### src/rtl/mem_access_ctrl.sv
`default_nettype none
// ============================================================================
// Module   : mem_access_ctrl
// Purpose  : MEM-stage sequencer for LDR/LDB/LDI/STR/STB/STI and trap reads.
//            It drives the dcache handshake, stalls the pipeline during the
//            access and registers the loaded word for the byte/trap selector.
//            Optional perf counters are compiled in when MEM_ACCESS_PERF_EN
//            is defined.
// Revision : 1.0 - initial release
// ============================================================================
module mem_access_ctrl #(
  parameter int ADDR_W = 16,
  parameter int PERF_W = 16
) (
  input  logic              clk,
  input  logic              rst,
  input  logic              req_valid,
  input  logic              req_load,
  input  logic              req_store,
  input  logic              req_indirect,
  input  logic              req_byte,
  input  logic [ADDR_W-1:0] req_addr,
  input  logic [ADDR_W-1:0] req_wdata,
  output logic              dcache_read,
  output logic              dcache_write,
  output logic [ADDR_W-1:0] dcache_address,
  output logic [ADDR_W-1:0] dcache_wdata,
  output logic [1:0]        dcache_byte_enable,
  input  logic              dcache_resp,
  input  logic [ADDR_W-1:0] dcache_rdata,
  output logic              mem_stall,
  output logic              mem_done,
  output logic [ADDR_W-1:0] dcache_out,
  output logic              mem_bit,
`ifdef MEM_ACCESS_PERF_EN
  output logic [PERF_W-1:0] perf_loads,
  output logic [PERF_W-1:0] perf_stores,
  output logic [PERF_W-1:0] perf_wait_cycles,
`endif
  output logic              byte_check
);

  typedef enum logic [2:0] {
    S_IDLE   = 3'd0,
    S_IND_RD = 3'd1,
    S_ACC_RD = 3'd2,
    S_ACC_WR = 3'd3,
    S_DONE   = 3'd4
  } state_t;

  if (PERF_W < 1) begin : g_perf_w_check
    $error("PERF_W must be at least 1");
  end

  state_t            r_state;
  state_t            w_next_state;
  logic [ADDR_W-1:0] r_addr;
  logic [ADDR_W-1:0] r_wdata;
  logic              r_load;
  logic              r_byte;
  logic [ADDR_W-1:0] r_dcache_out;
  logic              r_mem_bit;
  logic              r_byte_check;

  logic              w_mem_req;
  logic [ADDR_W-1:0] w_word_addr;
  logic [ADDR_W-1:0] w_final_addr;
  logic [ADDR_W-1:0] w_byte_wdata;

  assign w_mem_req    = req_valid && (req_load || req_store);
  assign w_word_addr  = {r_addr[ADDR_W-1:1], 1'b0};
  // Byte accesses keep bit 0 so the cache can steer the lane; word accesses align.
  assign w_final_addr = r_byte ? r_addr : w_word_addr;
  assign w_byte_wdata = {(ADDR_W/8){r_wdata[7:0]}};

  always_comb begin
    w_next_state       = r_state;
    dcache_read        = 1'b0;
    dcache_write       = 1'b0;
    dcache_address     = '0;
    dcache_wdata       = '0;
    dcache_byte_enable = 2'b00;
    mem_done           = 1'b0;
    case (r_state)
      S_IDLE: begin
        if (w_mem_req) begin
          if (req_indirect)  w_next_state = S_IND_RD;
          else if (req_load) w_next_state = S_ACC_RD;
          else               w_next_state = S_ACC_WR;
        end
      end
      S_IND_RD: begin
        dcache_read    = 1'b1;
        dcache_address = w_word_addr;
        if (dcache_resp) w_next_state = r_load ? S_ACC_RD : S_ACC_WR;
      end
      S_ACC_RD: begin
        dcache_read    = 1'b1;
        dcache_address = w_final_addr;
        if (dcache_resp) w_next_state = S_DONE;
      end
      S_ACC_WR: begin
        dcache_write   = 1'b1;
        dcache_address = w_final_addr;
        if (r_byte) begin
          dcache_wdata       = w_byte_wdata;
          dcache_byte_enable = r_addr[0] ? 2'b10 : 2'b01;
        end else begin
          dcache_wdata       = r_wdata;
          dcache_byte_enable = 2'b11;
        end
        if (dcache_resp) w_next_state = S_DONE;
      end
      S_DONE: begin
        mem_done     = 1'b1;
        w_next_state = S_IDLE;
      end
      default: w_next_state = S_IDLE;
    endcase
  end

  // Combinational so the pipeline freezes in the very cycle a request is accepted.
  assign mem_stall = w_mem_req && (r_state != S_DONE);

  always_ff @(posedge clk) begin
    if (rst) begin
      r_state      <= S_IDLE;
      r_addr       <= '0;
      r_wdata      <= '0;
      r_load       <= 1'b0;
      r_byte       <= 1'b0;
      r_dcache_out <= '0;
      r_mem_bit    <= 1'b0;
      r_byte_check <= 1'b0;
    end else begin
      r_state <= w_next_state;
      if (r_state == S_IDLE && w_mem_req) begin
        r_addr  <= req_addr;
        r_wdata <= req_wdata;
        r_load  <= req_load;
        r_byte  <= req_byte;
      end
      if (r_state == S_IND_RD && dcache_resp) begin
        r_addr <= dcache_rdata;
      end
      if (r_state == S_ACC_RD && dcache_resp) begin
        r_dcache_out <= dcache_rdata;
        r_mem_bit    <= r_addr[0];
        r_byte_check <= r_byte;
      end
    end
  end

  assign dcache_out = r_dcache_out;
  assign mem_bit    = r_mem_bit;
  assign byte_check = r_byte_check;

`ifdef MEM_ACCESS_PERF_EN
  logic [PERF_W-1:0] r_perf_loads;
  logic [PERF_W-1:0] r_perf_stores;
  logic [PERF_W-1:0] r_perf_wait;
  logic              w_wait_cycle;

  assign w_wait_cycle = (dcache_read || dcache_write) && !dcache_resp;

  always_ff @(posedge clk) begin
    if (rst) begin
      r_perf_loads  <= '0;
      r_perf_stores <= '0;
      r_perf_wait   <= '0;
    end else begin
      if (r_state == S_ACC_RD && dcache_resp && !(&r_perf_loads))
        r_perf_loads <= r_perf_loads + 1'b1;
      if (r_state == S_ACC_WR && dcache_resp && !(&r_perf_stores))
        r_perf_stores <= r_perf_stores + 1'b1;
      if (w_wait_cycle && !(&r_perf_wait))
        r_perf_wait <= r_perf_wait + 1'b1;
    end
  end

  assign perf_loads       = r_perf_loads;
  assign perf_stores      = r_perf_stores;
  assign perf_wait_cycles = r_perf_wait;
`endif

endmodule
`default_nettype wire

### config.mk
export PLATFORM = sky130hd
export DESIGN_NAME = mem_access_ctrl
export DESIGN_NICKNAME = d
export VERILOG_FILES = /design/src/rtl/mem_access_ctrl.sv
export SDC_FILE = /design/constraint.sdc
export NUM_CORES = 1
export LEC_CHECK = 0
export ABC_AREA = 1
export CAP_MARGIN = 0
export CORE_MARGIN = 5
export CORE_UTILIZATION = 43
export CTS_CLUSTER_DIAMETER = 40
export CTS_CLUSTER_SIZE = 20
export DETAILED_ROUTE_END_ITERATION = 10
export PLACE_DENSITY = 0.82
export SLEW_MARGIN = 20
export SYNTH_ARGS = -nofsm -noshare
export SYNTH_HDL_FRONTEND = slang
export SYNTH_SLANG_ARGS = --single-unit
### constraint.sdc
create_clock -name clk -period 1.64 [get_ports clk]
set_input_delay 0.41 -clock clk [delete_from_list [all_inputs] [get_ports clk]]
set_output_delay 0.41 -clock clk [all_outputs]
set_load 0.01 [all_outputs]
-- Word-level counts from Yosys, hierarchy flattened
Cells that the tools add are included.
- equal/unequal tests: 8
- reductions and logical operators: 11
- multiplexer cells: 19
- operators with widths (kind ; number):
    $mux W16 ; 4
    $pmux W16 S2 ; 1
    $mux W3 ; 3
    $pmux W3 S3 ; 1
    $mux W2 ; 4
    $eq A3 B2 Y1 const B ; 2
    $mux W1 ; 6
    $logic_and A1 B1 Y1 ; 5
    $ne A2 B2 Y1 const B ; 2
    $reduce_or A2 Y1 ; 2
    $eq A3 B1 Y1 const B ; 1
    $eq A3 B3 Y1 const B ; 1
    $logic_not A3 Y1 ; 1
    $ne A3 B3 Y1 const B ; 1
    $reduce_and A3 Y1 ; 1
    $ne A2 B1 Y1 const B ; 1
    $reduce_bool A2 Y1 ; 1
    $logic_or A1 B1 Y1 ; 1
- flip-flop bits (word level): 55
- input port bits: 56

-- Depth between registers and ports, before layout
Gate-level depths: netlist (run 1).
- depth in word-level cells: 5
- depth in mapped cells: 8
- gate-level depth less buffers: 7

-- Least setup slack after synthesis (run 1)
Ideal clock, no wire load.
- path type: reg-to-output
- from: reg r_state[2]
- to: out dcache_byte_enable[0]
- buffers on the path: 0
- required time: 1.230 ns
- path slack: -0.022 ns
- stages on the path, launching flop included: 6
- arrival time: 1.252 ns
- path through: dfxtp_1 > inv_2 > nand2_4 > nor2_2 > inv_2 > a21oi_1
- word-level cells in the longest chain between the ends: 2
- RTL lines (element ; line ; text):
    start, declared ; 55 ; state_t r_state;
    start signal, assigned ; 136 ; r_state <= w_next_state;
    $eq A3 B2 Y1 ; 84 ; case (r_state)
    $mux W2 ; 84 ;
    end, declared ; 28 ; output logic [1:0] dcache_byte_enable,
No other way between the ends.

-- Worst setup path in the final report (run 1)
- from: reg r_state[0]
- to: out dcache_wdata[5]
- word-level cells in the longest chain between the ends: 2
- RTL lines (element ; line ; text):
    $eq A3 B2 Y1 ; 84 ;
    $mux W16 ; 84 ;
    end, declared ; 27 ; output logic [ADDR_W-1:0] dcache_wdata,
No other way between the ends.

==> results.md, run 1 <==
* Status: finished, violations left
* Violated checks: negative setup slack
* Largest net degree at the start of global routing at 37
* Fin crit period at 1.76 ns
* YS warnings at 0
* Number of synthesized register bits at 55
* CTS tree: yes
* DPL Wire Length at 6280 um
* Clk sink count at 55
* Drt wl/cell at 13.4 um
* Final Net Count at 601
* Detail Route Antenna Nets at 0
* Fmax at 0.568 GHz
* Placed insts at 611
* Post-DP Area at 0.00416 mm2
* Critical path type: flip-flop to output port
* Total track usage at 20.3%
* Post-route worst setup slack at -0.121 ns
* Post-route insts no fill at 623
* Worst hold start: r_wdata[2]$_SDFFE_PP0P_
* Post-synthesis cell count at 419
* VDD IR max at 0.659 mV
* DRT iter0 DRCs at 137
* Routed wire length at 8330 um
* Hold Crit Class: flip-flop to flip-flop
* Post-route cell area at 0.00431 mm2
* Max_cap viols at 0
* Worst-case clock buffer depth at 2
* Clk_lat worst skew at 0.30 ns
* Lkg Pwr at 2.20 nW
* Crit. End Element: output port
* Initial antenna violation count at 0
* Worst Tran Pin Value at 0.241 ns
* DRC viols at 0
* CTS H-tree lvls at 2
* Hold_ws at 0.493 ns
* Layout Area Growth over Synthesis at 54.5%
* Max stage delay cell, worst path: dfxtp_2
* Reg2reg path depth at 8
* Sequential area share after synthesis at 39.4%
* Hold Path Stages at 2
* GP Congestion at 0.888
* Skew final at 0.00635 ns
* Pwr Density at 1410 mW/mm2
* RSZ-0062 raised after global routing: true
* Die H at 90.6 um
* Arrival @ worst endpoint at 1.35 ns
* Period utilization at 107%
* Crit. Startpoint: r_state[0]$_SDFFE_PP0P_
* Layout cell share with drive strength beyond 1 at 23.3%
* Cell Area, Synth at 0.00279 mm2
* Die area at 0.00820 mm2
* CP Cell Sequence: clkinv_4, nor2_4, inv_4, nor2_1, clkdlybuf4s15_2
* Fill count at 520
* Hold_buf cts at 0
* Max Slew Vio Count at 0
* Inserted Diodes at 0
* Yosys cell types at 27
* Die width at 90.6 um
* Clock root buffer master: clkbuf_8
* Via density at 4.89
* First-pass GRT wire length at 14100 um
* Place WS at -0.409 ns
* Syn_nets at 475
* Via count at 3047
* Vias in the first global route at 3032
* R2R Path Start: r_state[0]$_SDFFE_PP0P_
* Gr ovfl total at 0
* Relative slew margins at 83.9%
* # IOs at 112
* Final Hold Vio Count at 0
* CP max stage delay at 0.38 ns
* Final setup fails at 32
* Worst-path maximum fanout at 10
* TritonCTS Buffers at 5
* Req. time, crit path at 1.23 ns
* Port Buffers at 111
* Mapped Avg Cell Area at 6.66 um2
* Crit start category: flip-flop
* Core area at 0.00635 mm2
* Num rows at 29
* Starting Density at 44.0%
* Drt first pass iters at 7
* Reg clk slew, reported paths at 0.10 ns
report_power, final:
group	total (mW)	switching, mW	internal (mW)	leakage (nW)
logic	3.35	1.88	1.47	1.69
clock network	0.808	0.421	0.386	0.0515
registers	1.93	0.191	1.74	0.454
cells in the mapped netlist (all sizes together):
cell / count / area [um2]
a21oi: 21 / 150
nand4: 16 / 100
clkinv: 2 / 7.51
inv: 73 / 277
o21bai: 1 / 7.51
buf: 15 / 105
o21ai: 46 / 230
nor3: 3 / 26.3
clkbuf: 7 / 26.3
nand2: 59 / 239
nand3: 20 / 113
dfxtp: 55 / 1100
o211ai: 1 / 7.51
nor2: 100 / 402
through the flow:
step	TNS, ns	power [mW]	util, %
after floorplan	0	3.71	-
after global placement	-10.87	4.95	65.4
after detailed placement	-13.09	5.04	65.4
after CTS	-1.69	5.86	66.1
after global routing	-4.92	6.54	67.9
final	-2.31	6.09	67.9
worst max-delay path: cells and delay by family, from the launching register on:
kind,cells,cell delay [ns]
buffers and inverters,3,0.42
DFF,1,0.38
and+or+nand+nor,2,0.26
state kept, by name (all words and copies together), names as in the netlist:
signal	count
byte_check	1
dcache_out	16
mem_bit	1
r_addr	16
r_byte	1
r_load	1
r_state	3
r_wdata	16
path summary, 6_finish.rpt:
path	slack, ns	end
worst min register to register	0.49	r_wdata[2]$_SDFFE_PP0P_
worst max-delay path	-0.12	dcache_wdata[5]
worst min-delay path	0.49	r_wdata[2]$_SDFFE_PP0P_
worst max register to register	0.13	r_addr[4]$_SDFFE_PP0P_
kinds of logic after synthesis:
family,share of synthesized area [%]
AOI/OAI and AO/OA,14.2
and+or+nand+nor,31.5
DFF,39.4
buffers and inverters,14.9
cell type report:
class | instances | area, um2 | share of cell area [%]
Clock buffer | 8 | 100 | 2.32
Inverter | 75 | 295 | 6.84
Multi-Input combinational cell | 267 | 1370 | 31.8
Sequential cell | 55 | 1110 | 25.7
Tap cell | 77 | 96.3 | 2.23
Timing Repair Buffer | 141 | 1340 | 31.1
metal layers:
metal	global-route usage (%)	up-vias	wire length [um]
met4	6.08	0	178
li1	-	1546	-
met2	35.2	122	4050
met3	4.50	17	633
met5	0	-	0
met1	24.8	1362	3460
what timing repair did:
item,in CTS,in global routing
pin swaps,0,2
buffers inserted,2,3
gates resized for setup,165,44
setup endpoints to repair,39,45
cells in the final DEF (no fill, tap or decap), types with 3 or more instances in the layout:
cell,Yosys,layout
a21oi_1,9,7
a21oi_2,12,14
buf_12,0,8
buf_2,6,29
buf_4,7,18
buf_6,2,8
clkbuf_8,0,7
clkdlybuf4s15_2,0,4
clkdlybuf4s50_1,0,64
dfxtp_1,55,51
dfxtp_2,0,3
dlymetal6s2s_1,0,8
inv_1,68,67
inv_4,1,3
nand2_1,56,54
nand2_4,2,4
nand3_1,19,19
nand4_1,16,16
nor2_1,97,81
nor2_2,1,12
nor2_4,1,6
o21ai_0,32,29
o21ai_1,14,17
Note: power is estimated with default switching activity, not from simulation.
==> inputs of run 2 (changes only) <==
--- a/config.mk
+++ b/config.mk
@@ -12,7 +12,8 @@
 export CTS_CLUSTER_DIAMETER = 40
 export CTS_CLUSTER_SIZE = 20
 export DETAILED_ROUTE_END_ITERATION = 10
-export PLACE_DENSITY = 0.82
+export PLACE_DENSITY = 0.86
+export SKIP_CTS_REPAIR_TIMING = 1
 export SLEW_MARGIN = 20
 export SYNTH_ARGS = -nofsm -noshare
 export SYNTH_HDL_FRONTEND = slang
==> run 2 against run 1 <==
The flow still finishes with violations (negative setup slack). Global-route usage increased by 0.77 points. Utilization shrank 0.28 points. Routed wire length is 7.3% higher. Total power down 0.88%. Hold slack improved by 0.00078 ns. Via count increased by 3.1%. Critical path type unchanged. Largest cell class is now buffers. Highest routed layer unchanged.
==> results.md, run 2 (synthesized netlist as in run 1, its figures left out) <==
* First-pass GRT wire length at 14600 um (+3.8%)
* Skew final at 0.00694 ns (+0.000589 ns)
* Final Hold Vio Count at 0 (unchanged)
* Sum of negative setup slack at -3.34 ns (-1.02 ns)
* Fin util at 67.7% (-0.28 points)
* Pwr Density at 1400 mW/mm2 (-0.47%)
* Clk_lat worst skew at 0.31 ns (about the same)
* Worst-case clock buffer depth at 2 (unchanged)
* Crit start category: flip-flop
* RSZ-0062 raised after global routing: true
* Placed insts at 612 (+0.16%)
* TritonCTS Buffers at 5 (unchanged)
* CTS tree: yes
* Clock root buffer master: clkbuf_8
* # IOs at 112 (unchanged)
* Status: finished, violations left
* Clk sink count at 55 (unchanged)
* Gr ovfl total at 0 (unchanged)
* Die area at 0.00820 mm2 (unchanged)
* Commonest non-fill, non-tap cell in the layout: nor2_1
* Psw at 2.47 mW (-0.91%)
* Arrival @ worst endpoint at 1.38 ns (+0.03 ns)
* DPL Wire Length at 6690 um (+6.5%)
* Final Net Count at 604 (+0.50%)
* Via density at 5.02 (+2.6%)
* Worst Tran Pin Value at 0.235 ns (-0.00578 ns)
* Sequential Power Share at 32.0% (+0.3 points)
* VDD IR max at 0.746 mV (+13%)
* Layout cell share with drive strength beyond 1 at 23.5% (+0.24 points)
* Relative slew margins at 84.1% (+0.22 points)
* Fin crit period at 1.79 ns (+0.0310 ns)
* Vias in the first global route at 3195 (+5.4%)
* Period utilization at 109% (+1.9 points)
* Most frequent cells in the layout: nor2_1, inv_1, clkdlybuf4s50_1, nand2_1, dfxtp_1
* Req. time, crit path at 1.23 ns (about the same)
* Core area at 0.00635 mm2 (unchanged)
* Fmax at 0.558 GHz (-1.7%)
* Die width at 90.6 um (unchanged)
* Die H at 90.6 um (unchanged)
* Layout Area Growth over Synthesis at 53.9%
* Num rows at 29 (unchanged)
* Reg clk slew, reported paths at 0.10 ns (about the same)
* Drt first pass iters at 4 (-3)
* DRT iter0 DRCs at 159 (+16%)
* Largest net degree at the start of global routing at 30 (-19%)
* GP Congestion at 0.916 (+3.2%)
* Detail Route Antenna Nets at 0 (unchanged)
* Routed wire length at 8930 um (+7.3%)
* Internal power at 3.57 mW (-0.86%)
* Fill count at 547 (+5.2%)
* Worst-path maximum fanout at 3 (-7)
* Crit. End Element: output port
* DRC viols at 0 (unchanged)
* Critical path type: flip-flop to output port
* Inserted Diodes at 0 (unchanged)
* Clk pwr share at 14.9% (+1.6 points)
* Max Slew Vio Count at 0 (unchanged)
* Lkg Pwr at 2.36 nW (+7.5%)
* Hold Crit Class: flip-flop to flip-flop
* Initial antenna violation count at 0 (unchanged)
* Sw Share at 40.9% (about the same)
* Violated checks: negative setup slack
* Logic pwr share at 53.1% (-1.9 points)
* Post-route worst setup slack at -0.152 ns (-0.0310 ns)
* Via count at 3141 (+3.1%)
* Max_cap viols at 0 (unchanged)
* Post-route insts no fill at 626 (+0.48%)
* Final setup fails at 36 (+13%)
* Drt wl/cell at 14.3 um (+6.7%)
* CTS H-tree lvls at 2 (unchanged)
* Total track usage at 21.0% (+0.77 points)
* Port Buffers at 111 (unchanged)
* Starting Density at 44.0% (unchanged)
## run 2: cell count changes in the layout (fill, tap and decap cells not counted), sizes merged
cell and change:
clkdlybuf4s50 -7, buf -8, dlygate4sd2 -1, clkdlybuf4s15 -4, dlymetal6s2s +11, clkbuf +9, inv +2, bufinv +1
## run 2: metal layers
metal	global-route usage (%)	vias up	share of wire [%]
met5	0	-	0
met4	5.71	0	1.9
met3	6.00	16	8.5
met2	37.9	139	50
met1	24.0	1437	39
li1	-	1549	-
## run 2: power groups by stage
stage          Clock, mW  Sequential (mW)  Combinational, mW
3_5_place_dp           0             1.93               3.11
6_report           0.898             1.93               3.21
5_1_grt            0.971             1.96               3.55
4_1_cts            0.912             1.90               3.12
2_1_floorplan          0             1.96               1.74
3_3_place_gp           0             1.91               3.00
## run 2: worst max-delay path: stages, from the launching register on
cell	delay (ns)
dfxtp_2	0.35
inv_4	0.11
nand2_2	0.08
buf_4	0.15
nor2_1	0.16
nor2_1	0.05
dlymetal6s2s_1	0.17
## run 2: final cells by class
class | instances | area [um2] | area share, %
clock buffers | 5 | 68.8 | 1.60
clock inverters | 3 | 43.8 | 1.02
inverters | 75 | 289 | 6.73
multi-input cells | 267 | 1340 | 31.1
flip-flops and latches | 55 | 1110 | 25.8
well taps | 77 | 96.3 | 2.24
repair buffers | 144 | 1360 | 31.6
## run 2: final timing paths
| kind | start | end | slack (ns) | cells after the start |
|---|---|---|---|---|
| setup / recovery | r_state[0]$_SDFFE_PP0P_ | mem_stall | -0.15 | 6 |
| hold / removal | r_wdata[4]$_SDFFE_PP0P_ | r_wdata[4]$_SDFFE_PP0P_ | 0.49 | 2 |
| setup reg to reg | r_state[2]$_SDFFE_PP0P_ | dcache_out[15]$_SDFFE_PP0P_ | 0.19 | 8 |
| hold reg to reg | r_wdata[4]$_SDFFE_PP0P_ | r_wdata[4]$_SDFFE_PP0P_ | 0.49 | 2 |
## run 2: per-stage QoR
stage | setup WS [ns] | power, mW | hold slack, ns | area, um2
global route | -0.242 | 6.49 | 0.517 | 4300
detailed placement | -0.447 | 5.04 | 0.472 | 4140
floorplan | 0.108 | 3.71 | 0.454 | 2800
global placement | -0.422 | 4.91 | 0.464 | 4140
finish | -0.152 | 6.03 | 0.493 | 4300
CTS | -0.623 | 5.94 | 0.494 | 4250
==> inputs of run 3 (changes only) <==
--- a/config.mk
+++ b/config.mk
@@ -7,7 +7,6 @@
 export LEC_CHECK = 0
 export ABC_AREA = 1
 export CAP_MARGIN = 0
-export CORE_MARGIN = 5
 export CORE_UTILIZATION = 43
 export CTS_CLUSTER_DIAMETER = 40
 export CTS_CLUSTER_SIZE = 20
==> run 3 against run 2 <==
The flow still finishes with violations (negative setup slack). Sequential power barely moved. Flip-flop and latch count did not move. Via count fell by 2.3%. Clock power fell by 2%. Die area fell by 17%. Setup slack got worse by 0.019 ns. Largest cell class is now multi-input gates. Largest power group unchanged.
==> results.md, run 3 (synthesized netlist as in run 1, its figures left out) <==
* WL met1 at 3240 um (-7.2%)
* Routed wire length at 8070 um (-9.7%)
* Via count at 3070 (-2.3%)
* Crit. End Element: output port
* Total track usage at 24.0% (+2.9 points)
* CP max stage delay at 0.38 ns (+0.03 ns)
* Req. time, crit path at 1.23 ns (about the same)
* Inserted Diodes at 0 (unchanged)
* Detail Route Antenna Nets at 0 (unchanged)
* Lkg Pwr at 2.19 nW (-7.1%)
* Register Area at 0.00111 mm2 (-0.11%)
* Violated checks: negative setup slack
* Crit start category: flip-flop
* Reg2Reg Setup Slack at 0.03 ns (-0.16 ns)
* Die area at 0.00682 mm2 (-17%)
* Largest net degree at the start of global routing at 41 (+37%)
* Placed insts at 610 (-0.33%)
* DRT iter0 DRCs at 158 (-0.63%)
* Hold Crit Class: flip-flop to flip-flop
* Final Net Count at 601 (-0.50%)
* Clock root buffer master: clkbuf_8
* TritonCTS Buffers at 5 (unchanged)
* Clk_lat worst skew at 0.30 ns (about the same)
* Layout Area Growth over Synthesis at 53.6%
* Top routing layer in use: met4
* Final Hold Vio Count at 0 (unchanged)
* Die H at 82.6 um (-8.8%)
* Initial antenna violation count at 0 (unchanged)
* CTS H-tree lvls at 2 (unchanged)
* Reg2reg path depth at 9 (+1)
* Num rows at 28 (-3.4%)
* Final setup fails at 36 (unchanged)
* Worst hold endpoint: r_wdata[4]$_SDFFE_PP0P_
* Port Buffers at 111 (unchanged)
* Max Slew Vio Count at 0 (unchanged)
* CP Cell Sequence: clkinv_4, nand2_2, nand2_2, buf_12, nor2_2, buf_2
* RR Endpoint: dcache_out[8]$_SDFFE_PP0P_
* DPL Wire Length at 5780 um (-14%)
* Vias in the first global route at 2802 (-12%)
* Fill count at 505 (-7.7%)
* Fin util at 70.3% (+2.7 points)
* Arrival @ worst endpoint at 1.40 ns (+0.02 ns)
* Starting Density at 45.8% (+1.8 points)
* # IOs at 112 (unchanged)
* Status: finished, violations left
* Relative slew margins at 85.5% (+1.4 points)
* Die width at 82.6 um (-8.8%)
* R2R Path Start: r_state[1]$_SDFFE_PP0P_
* Critical path type: flip-flop to output port
* Reg clk slew, reported paths at 0.10 ns (about the same)
* Worst-path maximum fanout at 15 (+12)
* RSZ-0062 raised after global routing: true
* Cell repeated most along the worst path: nand2_2
* Most frequent cells in the layout: nor2_1, clkdlybuf4s50_1, inv_1, dfxtp_1, nand2_1
* Layout cell share with drive strength beyond 1 at 24.2% (+0.72 points)
* Core area at 0.00610 mm2 (-4.0%)
* DRC viols at 0 (unchanged)
* Pwr Density at 1430 mW/mm2 (+1.6%)
* Worst-case clock buffer depth at 2 (unchanged)
* Met3 wire length at 692 um (-8.8%)
* Fin crit period at 1.81 ns (+0.0195 ns)
* Met2 Wirelength at 4040 um (-10%)
* CTS tree: yes
* CP top delay family: buffers and inverters
* Clk sink count at 55 (unchanged)
* First-pass GRT wire length at 12400 um (-15%)
* Commonest non-fill, non-tap cell in the layout: nor2_1
* Max stage delay cell, worst path: dfxtp_2
* Via density at 4.95 (-1.3%)
* Drt wl/cell at 13.0 um (-8.8%)
* Hold Path Stages at 2 (unchanged)
* Post-route insts no fill at 620 (-0.96%)
* Period utilization at 110% (+1.2 points)
* Fmax at 0.552 GHz (-1.1%)
* Multi-input combinational cell area at 0.00135 mm2 (+1.2%)
* VDD IR max at 0.803 mV (+7.7%)
* Drt first pass iters at 4 (unchanged)
* WP buf/inv at 3 (unchanged)
* Worst Tran Pin Value at 0.217 ns (-0.0181 ns)
* Post-route worst setup slack at -0.172 ns (-0.0195 ns)
* Max_cap viols at 0 (unchanged)
* Sum of negative setup slack at -4.09 ns (-0.755 ns)
* Hold_ws at 0.491 ns (-0.00212 ns)
* Skew final at 0.00755 ns (+0.000608 ns)
* Worst hold start: r_wdata[4]$_SDFFE_PP0P_
* Gr ovfl total at 0 (unchanged)
* GP Congestion at 0.873 (-4.7%)
run 3: cell count changes in the layout (fill, tap and decap cells not counted), sizes merged:
cell | previous run | this run
clkdlybuf4s50 | 57 | 64
clkinv | 3 | 2
inv | 74 | 73
clkinvlp | 0 | 1
buf | 56 | 64
clkbuf | 17 | 9
dlymetal6s2s | 19 | 9
run 3: power breakdown:
| part | internal [mW] | switching (mW) |
|---|---|---|
| clock network | 0.447 | 0.436 |
| logic | 1.45 | 1.87 |
| registers | 1.73 | 0.181 |
run 3: worst max-delay path by stage:
stage | from | to | slack (ns) | depth (start not counted)
floorplan | r_state[2]$_SDFFE_PP0P_ | dcache_byte_enable[0] | 0.11 | 5
global placement | req_load | mem_stall | -0.40 | 4
detailed placement | req_load | mem_stall | -0.43 | 4
CTS | r_state[0]$_SDFFE_PP0P_ | dcache_address[4] | -0.61 | 6
global route | r_state[0]$_SDFFE_PP0P_ | dcache_address[5] | -0.21 | 6
finish | r_state[0]$_SDFFE_PP0P_ | dcache_address[5] | -0.17 | 6
run 3: cell type report:
| type | instances | area share [%] |
|---|---|---|
| Timing Repair Buffer | 141 | 31.1 |
| Sequential cell | 55 | 25.8 |
| Clock buffer | 5 | 1.61 |
| Multi-Input combinational cell | 267 | 31.5 |
| Clock inverter | 2 | 0.876 |
| Tap cell | 75 | 2.19 |
| Inverter | 75 | 6.86 |
run 3: worst min-delay path, cell delays in order (launching register included):
cell and delay [ns]:
dfxtp_1 0.34, nor2_1 0.05, nor2_1 0.08
run 3: metal layers:
metal | vias up | track usage [%]
met2 | 139 | 44.3
li1 | 1541 | -
met3 | 12 | 4.95
met4 | 0 | 5.86
met1 | 1378 | 28.0
met5 | - | 0
run 3: per-stage QoR:
stage                     power [mW]  instance area, um2  worst slack, ns
after floorplan                 3.71                2800            0.108
after detailed placement        5.04                4150           -0.428
after global routing            6.56                4290           -0.213
after CTS                       5.93                4250           -0.608
after global placement          4.93                4150           -0.397
final                           6.12                4290           -0.172
